<file path="src/rtl/analyzer_sequencer_if.sv">
// Operand/result stream bundle between the number analyzer sequencer and its
// surroundings. The master modport is the sequencer side.
// Optional stats counters are present only with ANALYZER_SEQ_STATS_EN defined.
interface analyzer_sequencer_if #(
  parameter int DATA_W = 32,
  parameter int CNT_W  = 16
);
  // upstream operand stream
  logic              num_valid_i;
  logic              num_ready_o;
  logic [DATA_W-1:0] num_i;
  // analyzer launch and completion
  logic              go_o;
  logic [DATA_W-1:0] inp_o;
  logic              even_done_i;
  logic              fib_done_i;
  logic              pal_done_i;
  logic              is_even_i;
  logic              is_fib_i;
  logic              is_pal_i;
  // downstream result stream
  logic              res_valid_o;
  logic              res_ready_i;
  logic [DATA_W-1:0] res_num_o;
  logic [2:0]        res_flags_o;
  logic              res_timeout_o;
  // counters
  logic [CNT_W-1:0]  processed_cnt_o;
  logic [CNT_W-1:0]  timeout_cnt_o;
`ifdef ANALYZER_SEQ_STATS_EN
  logic [CNT_W-1:0]  even_cnt_o;
  logic [CNT_W-1:0]  fib_cnt_o;
  logic [CNT_W-1:0]  pal_cnt_o;
`endif

  modport master (
    input  num_valid_i, num_i, even_done_i, fib_done_i, pal_done_i,
           is_even_i, is_fib_i, is_pal_i, res_ready_i,
    output num_ready_o, go_o, inp_o, res_valid_o, res_num_o, res_flags_o,
           res_timeout_o, processed_cnt_o, timeout_cnt_o
`ifdef ANALYZER_SEQ_STATS_EN
    , output even_cnt_o, fib_cnt_o, pal_cnt_o
`endif
  );

  modport slave (
    output num_valid_i, num_i, even_done_i, fib_done_i, pal_done_i,
           is_even_i, is_fib_i, is_pal_i, res_ready_i,
    input  num_ready_o, go_o, inp_o, res_valid_o, res_num_o, res_flags_o,
           res_timeout_o, processed_cnt_o, timeout_cnt_o
`ifdef ANALYZER_SEQ_STATS_EN
    , input even_cnt_o, fib_cnt_o, pal_cnt_o
`endif
  );
endinterface

</file>
<file path="src/rtl/analyzer_sequencer.sv">
// Number analyzer sequencer: takes one operand at a time, pulses go to the
// analyzer, gathers the even/fib/pal verdicts on their first done, and emits
// one packed result per operand, forcing it out if an analyzer stalls.
// Optional per-flag result counters: define ANALYZER_SEQ_STATS_EN.
module analyzer_sequencer #(
  parameter int DATA_W         = 32,
  parameter int TIMEOUT_CYCLES = 1024,
  parameter int CNT_W          = 16
) (
  input logic                  clk,
  input logic                  reset,
  analyzer_sequencer_if.master bus
);
  localparam logic [15:0]      WAIT_LAST = 16'(TIMEOUT_CYCLES - 1);
  localparam logic [CNT_W-1:0] CNT_MAX   = '1;

  typedef enum logic [1:0] {IDLE = 2'd0, LAUNCH = 2'd1, WAIT = 2'd2, OUT = 2'd3} state_t;

  state_t            state, stateNext;
  logic              readyQ;
  logic [DATA_W-1:0] operandQ;
  logic [2:0]        doneQ, flagQ;
  logic              timeoutQ;
  logic [15:0]       waitCnt;
  logic [CNT_W-1:0]  processedCnt, timeoutCnt;
  logic [2:0]        doneIn, verdictIn, newDone;
  logic              allDone, waitExpired, numAccept, resAccept;

  // decode of handshakes and done/verdict vectors, bit order {pal, fib, even}
  always_comb begin
    doneIn      = {bus.pal_done_i, bus.fib_done_i, bus.even_done_i};
    verdictIn   = {bus.is_pal_i, bus.is_fib_i, bus.is_even_i};
    newDone     = doneIn & ~doneQ;
    allDone     = &(doneQ | doneIn);
    waitExpired = (waitCnt == WAIT_LAST);
    numAccept   = (state == IDLE) && bus.num_valid_i && readyQ;
    resAccept   = (state == OUT) && bus.res_ready_i;
  end

  // next-state logic
  always_comb begin
    stateNext = state;
    case (state)
      IDLE:    if (numAccept) stateNext = LAUNCH;
      LAUNCH:  stateNext = WAIT;
      WAIT:    if (allDone || waitExpired) stateNext = OUT;
      OUT:     if (bus.res_ready_i) stateNext = IDLE;
      default: stateNext = IDLE;
    endcase
  end

  // state register
  always_ff @(posedge clk or negedge reset) begin
    if (!reset) state <= IDLE;
    else        state <= stateNext;
  end

  // operand, done/flag latches and wait counter
  always_ff @(posedge clk or negedge reset) begin
    if (!reset) begin
      readyQ   <= 1'b0;
      operandQ <= '0;
      doneQ    <= '0;
      flagQ    <= '0;
      timeoutQ <= 1'b0;
      waitCnt  <= '0;
    end else begin
      // registered so ready stays low while reset is asserted
      readyQ <= (stateNext == IDLE);
      case (state)
        IDLE: if (numAccept) operandQ <= bus.num_i;
        LAUNCH: begin
          doneQ    <= '0;
          flagQ    <= '0;
          timeoutQ <= 1'b0;
          waitCnt  <= '0;
        end
        WAIT: begin
          // only the first done of each analyzer captures its verdict
          doneQ <= doneQ | doneIn;
          flagQ <= (flagQ & ~newDone) | (verdictIn & newDone);
          if (!allDone) begin
            if (waitExpired) timeoutQ <= 1'b1;
            else             waitCnt  <= waitCnt + 16'd1;
          end
        end
        default: ;
      endcase
    end
  end

  // saturating result counters, stepped on downstream acceptance
  always_ff @(posedge clk or negedge reset) begin
    if (!reset) begin
      processedCnt <= '0;
      timeoutCnt   <= '0;
    end else if (resAccept) begin
      if (processedCnt != CNT_MAX) processedCnt <= processedCnt + CNT_W'(1);
      if (timeoutQ && timeoutCnt != CNT_MAX) timeoutCnt <= timeoutCnt + CNT_W'(1);
    end
  end

`ifdef ANALYZER_SEQ_STATS_EN
  logic [2:0][CNT_W-1:0] statCnt;

  // per-flag saturating counters; timed-out results count only captured flags
  always_ff @(posedge clk or negedge reset) begin
    if (!reset) begin
      statCnt <= '0;
    end else if (resAccept) begin
      for (int i = 0; i < 3; i++)
        if (flagQ[i] && statCnt[i] != CNT_MAX) statCnt[i] <= statCnt[i] + CNT_W'(1);
    end
  end

  assign bus.even_cnt_o = statCnt[0];
  assign bus.fib_cnt_o  = statCnt[1];
  assign bus.pal_cnt_o  = statCnt[2];
`endif

  assign bus.num_ready_o     = readyQ;
  assign bus.go_o            = (state == LAUNCH);
  assign bus.inp_o           = operandQ;
  assign bus.res_valid_o     = (state == OUT);
  assign bus.res_num_o       = operandQ;
  assign bus.res_flags_o     = flagQ;
  assign bus.res_timeout_o   = timeoutQ;
  assign bus.processed_cnt_o = processedCnt;
  assign bus.timeout_cnt_o   = timeoutCnt;
endmodule

</file>
<file path="src/flat_wrapper.sv">
// flat-port wrapper written by rule: the top's interface ports become plain ports
module analyzer_sequencer_flat 
#(
  parameter int DATA_W         = 32,
  parameter int TIMEOUT_CYCLES = 1024,
  parameter int CNT_W          = 16
)
  (clk, reset, bus_num_valid_i, bus_num_i, bus_even_done_i, bus_fib_done_i, bus_pal_done_i, bus_is_even_i, bus_is_fib_i, bus_is_pal_i, bus_res_ready_i, bus_num_ready_o, bus_go_o, bus_inp_o, bus_res_valid_o, bus_res_num_o, bus_res_flags_o, bus_res_timeout_o, bus_processed_cnt_o, bus_timeout_cnt_o);
  analyzer_sequencer_if #(.DATA_W(DATA_W), .CNT_W(CNT_W)) bus_i ();
  input logic clk;
  input logic reset;
  input wire logic [$bits(bus_i.num_valid_i)-1:0] bus_num_valid_i;
  input wire logic [$bits(bus_i.num_i)-1:0] bus_num_i;
  input wire logic [$bits(bus_i.even_done_i)-1:0] bus_even_done_i;
  input wire logic [$bits(bus_i.fib_done_i)-1:0] bus_fib_done_i;
  input wire logic [$bits(bus_i.pal_done_i)-1:0] bus_pal_done_i;
  input wire logic [$bits(bus_i.is_even_i)-1:0] bus_is_even_i;
  input wire logic [$bits(bus_i.is_fib_i)-1:0] bus_is_fib_i;
  input wire logic [$bits(bus_i.is_pal_i)-1:0] bus_is_pal_i;
  input wire logic [$bits(bus_i.res_ready_i)-1:0] bus_res_ready_i;
  output wire logic [$bits(bus_i.num_ready_o)-1:0] bus_num_ready_o;
  output wire logic [$bits(bus_i.go_o)-1:0] bus_go_o;
  output wire logic [$bits(bus_i.inp_o)-1:0] bus_inp_o;
  output wire logic [$bits(bus_i.res_valid_o)-1:0] bus_res_valid_o;
  output wire logic [$bits(bus_i.res_num_o)-1:0] bus_res_num_o;
  output wire logic [$bits(bus_i.res_flags_o)-1:0] bus_res_flags_o;
  output wire logic [$bits(bus_i.res_timeout_o)-1:0] bus_res_timeout_o;
  output wire logic [$bits(bus_i.processed_cnt_o)-1:0] bus_processed_cnt_o;
  output wire logic [$bits(bus_i.timeout_cnt_o)-1:0] bus_timeout_cnt_o;
  assign bus_i.num_valid_i = bus_num_valid_i;
  assign bus_i.num_i = bus_num_i;
  assign bus_i.even_done_i = bus_even_done_i;
  assign bus_i.fib_done_i = bus_fib_done_i;
  assign bus_i.pal_done_i = bus_pal_done_i;
  assign bus_i.is_even_i = bus_is_even_i;
  assign bus_i.is_fib_i = bus_is_fib_i;
  assign bus_i.is_pal_i = bus_is_pal_i;
  assign bus_i.res_ready_i = bus_res_ready_i;
  assign bus_num_ready_o = bus_i.num_ready_o;
  assign bus_go_o = bus_i.go_o;
  assign bus_inp_o = bus_i.inp_o;
  assign bus_res_valid_o = bus_i.res_valid_o;
  assign bus_res_num_o = bus_i.res_num_o;
  assign bus_res_flags_o = bus_i.res_flags_o;
  assign bus_res_timeout_o = bus_i.res_timeout_o;
  assign bus_processed_cnt_o = bus_i.processed_cnt_o;
  assign bus_timeout_cnt_o = bus_i.timeout_cnt_o;
  analyzer_sequencer #(.DATA_W(DATA_W), .TIMEOUT_CYCLES(TIMEOUT_CYCLES), .CNT_W(CNT_W)) u_core (.clk(clk), .reset(reset), .bus(bus_i));
endmodule
</file>
<file path="config.mk">
export PLATFORM = sky130hd
export DESIGN_NAME = analyzer_sequencer_flat
export DESIGN_NICKNAME = d
export VERILOG_FILES = /design/src/rtl/analyzer_sequencer_if.sv /design/src/rtl/analyzer_sequencer.sv /design/src/flat_wrapper.sv
export SDC_FILE = /design/constraint.sdc
export NUM_CORES = 1
export LEC_CHECK = 0
export CAP_MARGIN = 30
export CELL_PAD_IN_SITES_DETAIL_PLACEMENT = 0
export CELL_PAD_IN_SITES_GLOBAL_PLACEMENT = 1
export CORE_MARGIN = 1.5
export CORE_UTILIZATION = 38
export CTS_CLUSTER_DIAMETER = 120
export DETAILED_ROUTE_END_ITERATION = 16
export GPL_TIMING_DRIVEN = 0
export PLACE_DENSITY = 0.84
export SLEW_MARGIN = 10
export SYNTH_ARGS = -nofsm -noshare
export SYNTH_HDL_FRONTEND = slang
export SYNTH_SLANG_ARGS = --single-unit
</file>
<file path="constraint.sdc">
create_clock -name clk -period 3.3 [get_ports clk]
set_input_delay 0.495 -clock clk [delete_from_list [all_inputs] [get_ports clk]]
set_output_delay 0.495 -clock clk [all_outputs]
set_load 0.01 [all_outputs]
</file>
# After elaboration in Yosys (flattened, before gate mapping)
# Index checks and enable logic that the tools add are counted.
classes:
  n_reduce_logical: 14
  muxes: 12
  n_addsub: 3
  eq_ne: 9
  bitwise_logic: 7
ops:
  columns: ["op", "n"]
  rows:
  - ["16-bit by 1-bit adder with 16-bit output (second input constant)", 3]
  - ["16-bit two-way mux", 2]
  - ["16-bit != test (second input constant)", 2]
  - ["16-bit one-hot mux with 2 select lines", 1]
  - ["16-bit by 10-bit equality test with 1-bit output (second input constant)", 1]
  - ["3-bit one-hot mux with 2 select lines", 2]
  - ["3-bit AND", 3]
  - ["3-bit AND reduction", 3]
  - ["2-bit one-hot mux with 4 select lines", 1]
  - ["2-bit two-way mux", 3]
  - ["3-bit NOT", 2]
  - ["3-bit bitwise OR", 2]
  - ["2-bit AND reduction", 3]
  - ["2-bit equality test (second input constant)", 2]
  - ["1-bit logical AND", 4]
  - ["2-bit zero test", 2]
  - ["2-bit != test (second input constant)", 2]
  - ["2-bit by 1-bit equality test with 1-bit output (second input constant)", 1]
  - ["1-bit two-way mux", 2]
  - ["2-bit by 1-bit != test with 1-bit output (second input constant)", 1]
  - ["1-bit one-hot mux with 2 select lines", 1]
  - ["2-bit nonzero test", 1]
  - ["1-bit logical OR", 1]
totals:
  elab_cells: 54
  reg_bits: 90
  output_inout_bits: 103
  in_bits: 42

# Depth between registers and ports, before layout
logic_depth:
  ltp_word: 6
  mapped_depth: 7

# Worst setup path before layout
# No wires, ideal clock.
synth_timing:
  path_kind: "reg-to-reg"
  startpoint: "register u_core.state[1]"
  endpoint: "register u_core.waitCnt[14]"
  path_stages_with_launch: 8
  setup_ns: 0.125
  arrival_time_ns: 1.993
  t_required_ns: 3.175
  path_slack_ns: 1.182
  cell_sequence: "dfrtp_1 -> inv_1 -> ha_1 -> inv_2 -> or3_4 -> buf_6 -> nor4_1 -> mux2_2"
synth_between:
  elab_chain_cells: 3
  elab_cells_between_ends: 7
  classes_between: "4 x eq/ne; 1 x mux; 2 x reduce/logical"
synth_lines:
  columns: ["element", "line_no", "source"]
  rows:
  - ["from (decl)", "analyzer_sequencer.sv:19", "state_t state, stateNext;"]
  - ["from (signal assigned)", "analyzer_sequencer.sv:55", "else state <= stateNext;"]
  - ["2-bit equality test or 2-bit by 1-bit equality test with 1-bit output (tied branches)", "analyzer_sequencer.sv:70", "case (state)"]
  - ["2-bit != test (no source line) or 2-bit nonzero test (tied branches)", null, null]
  - ["3-bit AND reduction (no source line)", null, null]
  - ["to (signal assigned)", "analyzer_sequencer.sv:84", "else waitCnt <= waitCnt + 16'd1;"]
  - ["to (decl)", "analyzer_sequencer.sv:24", "logic [15:0] waitCnt;"]
# Parallel ways exist; a longest one is shown, timed or not.
# A chain may end at the register's enable or synchronous reset.

# Final worst setup path
# Same ends and word-level chain as after synthesis.

==> results.txt <==
Status: complete, no violations
CP Data Required Time: 3.53 ns
Netlist cell types: 51
# diodes: 0
DR pass1 iterations: 4
Critical Path Sink Type: flip-flop
Number of synthesized flops with an enable pin: 0
Synth warn: 0
Comb power frac: 46.0%
Top cells by count, synth: dfrtp_1, mux2_2, buf_4, nand2_1, xor2_1
Post-layout minimum cycle time: 2.36 ns
Placed cell area: 6230 um2
Worst hold path class: input pin to asynchronous set/reset pin
Top cell type's share of synthesized area: 49.2%
Post-Route WL: 11300 um
Sequential share of power: 32.9%
P&R area growth vs syn: 42.6%
Final number of hold-violating endpoints: 0
Layout cells sized above 1: 16.6%
Int Pwr: 3.39 mW
Mapped Nets: 468
ANT nets after route: 0
Dpl cells: 706
Starting density of the core: 39.6%
Die area: 12700 um2
Main synth FF type: dfrtp_1
Final GP Congestion: 0.800
Starting DRT DRC Count: 177
TritonCTS clock tree: built
Sw Ratio: 31.8%
Seq/Total Area, Yosys: 49.2%
Clk slew on worst S/H paths: 0.06 ns
P per Cell Area: 760 nW/um2
Synth area leaders: dfrtp_1, mux2_2, buf_4
Clock Sinks: 90
Critical path launch point type: flip-flop
Worst-case clock buffer depth: 2
Die Span Y: 113 um
DRC: 0
# IOs: 145
Postcts setup bufs: 0
Slowest stage delay, CP: 0.42 ns
Final nets: 624
Worst skew pair latency: 0.35 ns
Site Rows: 39
First-pass GRT wire length: 18700 um
Synthesized netlist cell count: 418
Final std cells w/o fill: 722
Post-CTS sizing: 0
Period Utilization, post-route: 71.6%
Post-synth top area cell: dfrtp_1
CTS buffer count: 9
Unrepaired setup endpoints after global routing: false
CP max stage cell: or3_4
Flops & latches, synth: 90
Psw: 1.58 mW
Setup TNS: 0 ns
Max VDD drop: 0.338 mV
Vias in the first global route: 3749
Wirelength per Cell: 15.7 um
Final Setup Violations: 0
Max_cap viols: 0
Final hold slack: 0.105 ns
Core area: 11600 um2
CTS root buf: clkbuf_16
Htree depth: 3
Max-slew violations: 0
Max_slew headroom: 61.5%
Clock share of power: 21.1%
Post-synthesis cell area: 4580 um2
Initial antenna violation count: 0
CP Cell Sequence: inv_1 -> ha_1 -> inv_2 -> or3_4 -> buf_6 -> nor4_1 -> mux2_2
Design area: 6530 um2
GRT Total Usage: 18.4%
Via density: 5.30
Via count: 3828
Avg Cell Area, Syn: 11.0 um2
Leakage power: 2.84 nW
Total chip power: 4.96 mW
CP Max Fanout: 10
Critical path type: flip-flop to flip-flop
Post-DP HPWL: 8380 um
Hold_buf cts: 0
Post-synth ARST share: 100%
PortBufs: 144
Die X: 113 um
Largest net degree at the start of global routing: 56
Top-count cell post-synth: dfrtp_1
Clock skew: 0.00481 ns
Peak Freq: 423 MHz
Total global routing overflow: 0
Actual slew at the worst max-slew pin: 0.578 ns
WP data arrival: 2.60 ns
## final timing paths
kind                                                   start                      endpoint  slack [ns]  cells past startpoint
worst max-delay path                         u_core.state[1]            u_core.waitCnt[14]        0.94                      7
worst min-delay path                                   reset            u_core.waitCnt[11]        0.11                      1
min in group clk                u_core.bus.timeout_cnt_o[13]  u_core.bus.timeout_cnt_o[13]        0.49                      1
worst max register to register               u_core.state[1]            u_core.waitCnt[14]        0.94                      7
max in group asynchronous                              reset          u_core.bus.inp_o[13]        2.57                      2
worst min register to register  u_core.bus.timeout_cnt_o[13]  u_core.bus.timeout_cnt_o[13]        0.49                      1
## layer usage
layer	up-vias	wire length [um]	GRT usage, %
li1	1812	-	-
met1	1885	4830	23.1
met2	107	5650	30.5
met3	24	516	3.43
met4	0	320	9.37
met5	-	0	0
## metrics by stage
step,setup slack [ns],utilization (%)
floorplan,1.18,-
global placement,-1.64,53.6
detailed placement,0.718,53.8
CTS,0.913,56.5
global route,0.796,56.5
finish,0.936,56.5
## cells by family (layout without fill, tap and decap cells)
group / count (synthesis) / count (layout) / synth area share [%]
buf+inv: 57 / 218 / 7.48
flops: 90 / 90 / 49.2
simple gates: 139 / 139 / 17.3
mux: 36 / 36 / 8.85
xor+xnor: 30 / 30 / 5.74
compound gates: 58 / 58 / 9.23
fa+ha+maj: 8 / 8 / 2.19
## placed cells by master (no fill, tap or decap), types with 5 or more instances in the layout
master,n
clkdlybuf4s50_1,143
dfrtp_1,90
mux2_2,36
buf_4,33
nand2_1,25
xor2_1,23
nand3_1,18
nand4_1,16
nor2_1,16
a21oi_1,13
inv_1,10
clkbuf_1,10
nor3_1,10
clkbuf_16,9
ha_1,8
nor2b_1,7
xnor2_1,7
nor4_1,6
and3_1,6
o21ai_0,6
and4_1,6
nor4b_1,6
o31ai_1,6
o211ai_1,5
or4_1,5
a311o_1,5
## layout make-up
type / instances / area, um2
fill: 1010 / 5030
sequential: 90 / 2250
multi-input combinational: 271 / 1990
timing repair buffer: 145 / 1470
buffer: 46 / 302
clock buffer: 11 / 253
tap: 143 / 179
clock inverter: 5 / 52.6
inverter: 11 / 41.3
## power by group through the flow
stage | sequential (mW) | combinational, mW | clock, mW
after floorplan | 1.72 | 1.03 | 0
after global placement | 1.63 | 2.25 | 0
after detailed placement | 1.66 | 2.31 | 0
after CTS | 1.64 | 2.32 | 1.08
after global routing | 1.68 | 2.45 | 1.13
final | 1.63 | 2.28 | 1.05
## critical path: cells and delay by family (launching register included)
family / cells / cell delay (ns)
adders and majority gates: 1 / 0.41
buffers and inverters: 3 / 0.39
DFF: 1 / 0.39
muxes: 1 / 0.37
and+or+nand+nor: 2 / 0.69
## flip-flops by register name, summed over array words and instances (netlist names)
register                    cells
u_core.waitCnt                 16
u_core.bus.inp_o               32
u_core.state                    2
u_core.doneQ                    3
u_core.bus.num_ready_o          1
u_core.bus.timeout_cnt_o       16
u_core.bus.res_flags_o          3
u_core.bus.processed_cnt_o     16
u_core.bus.res_timeout_o        1
No activity file was read; power rests on OpenSTA's default activity.
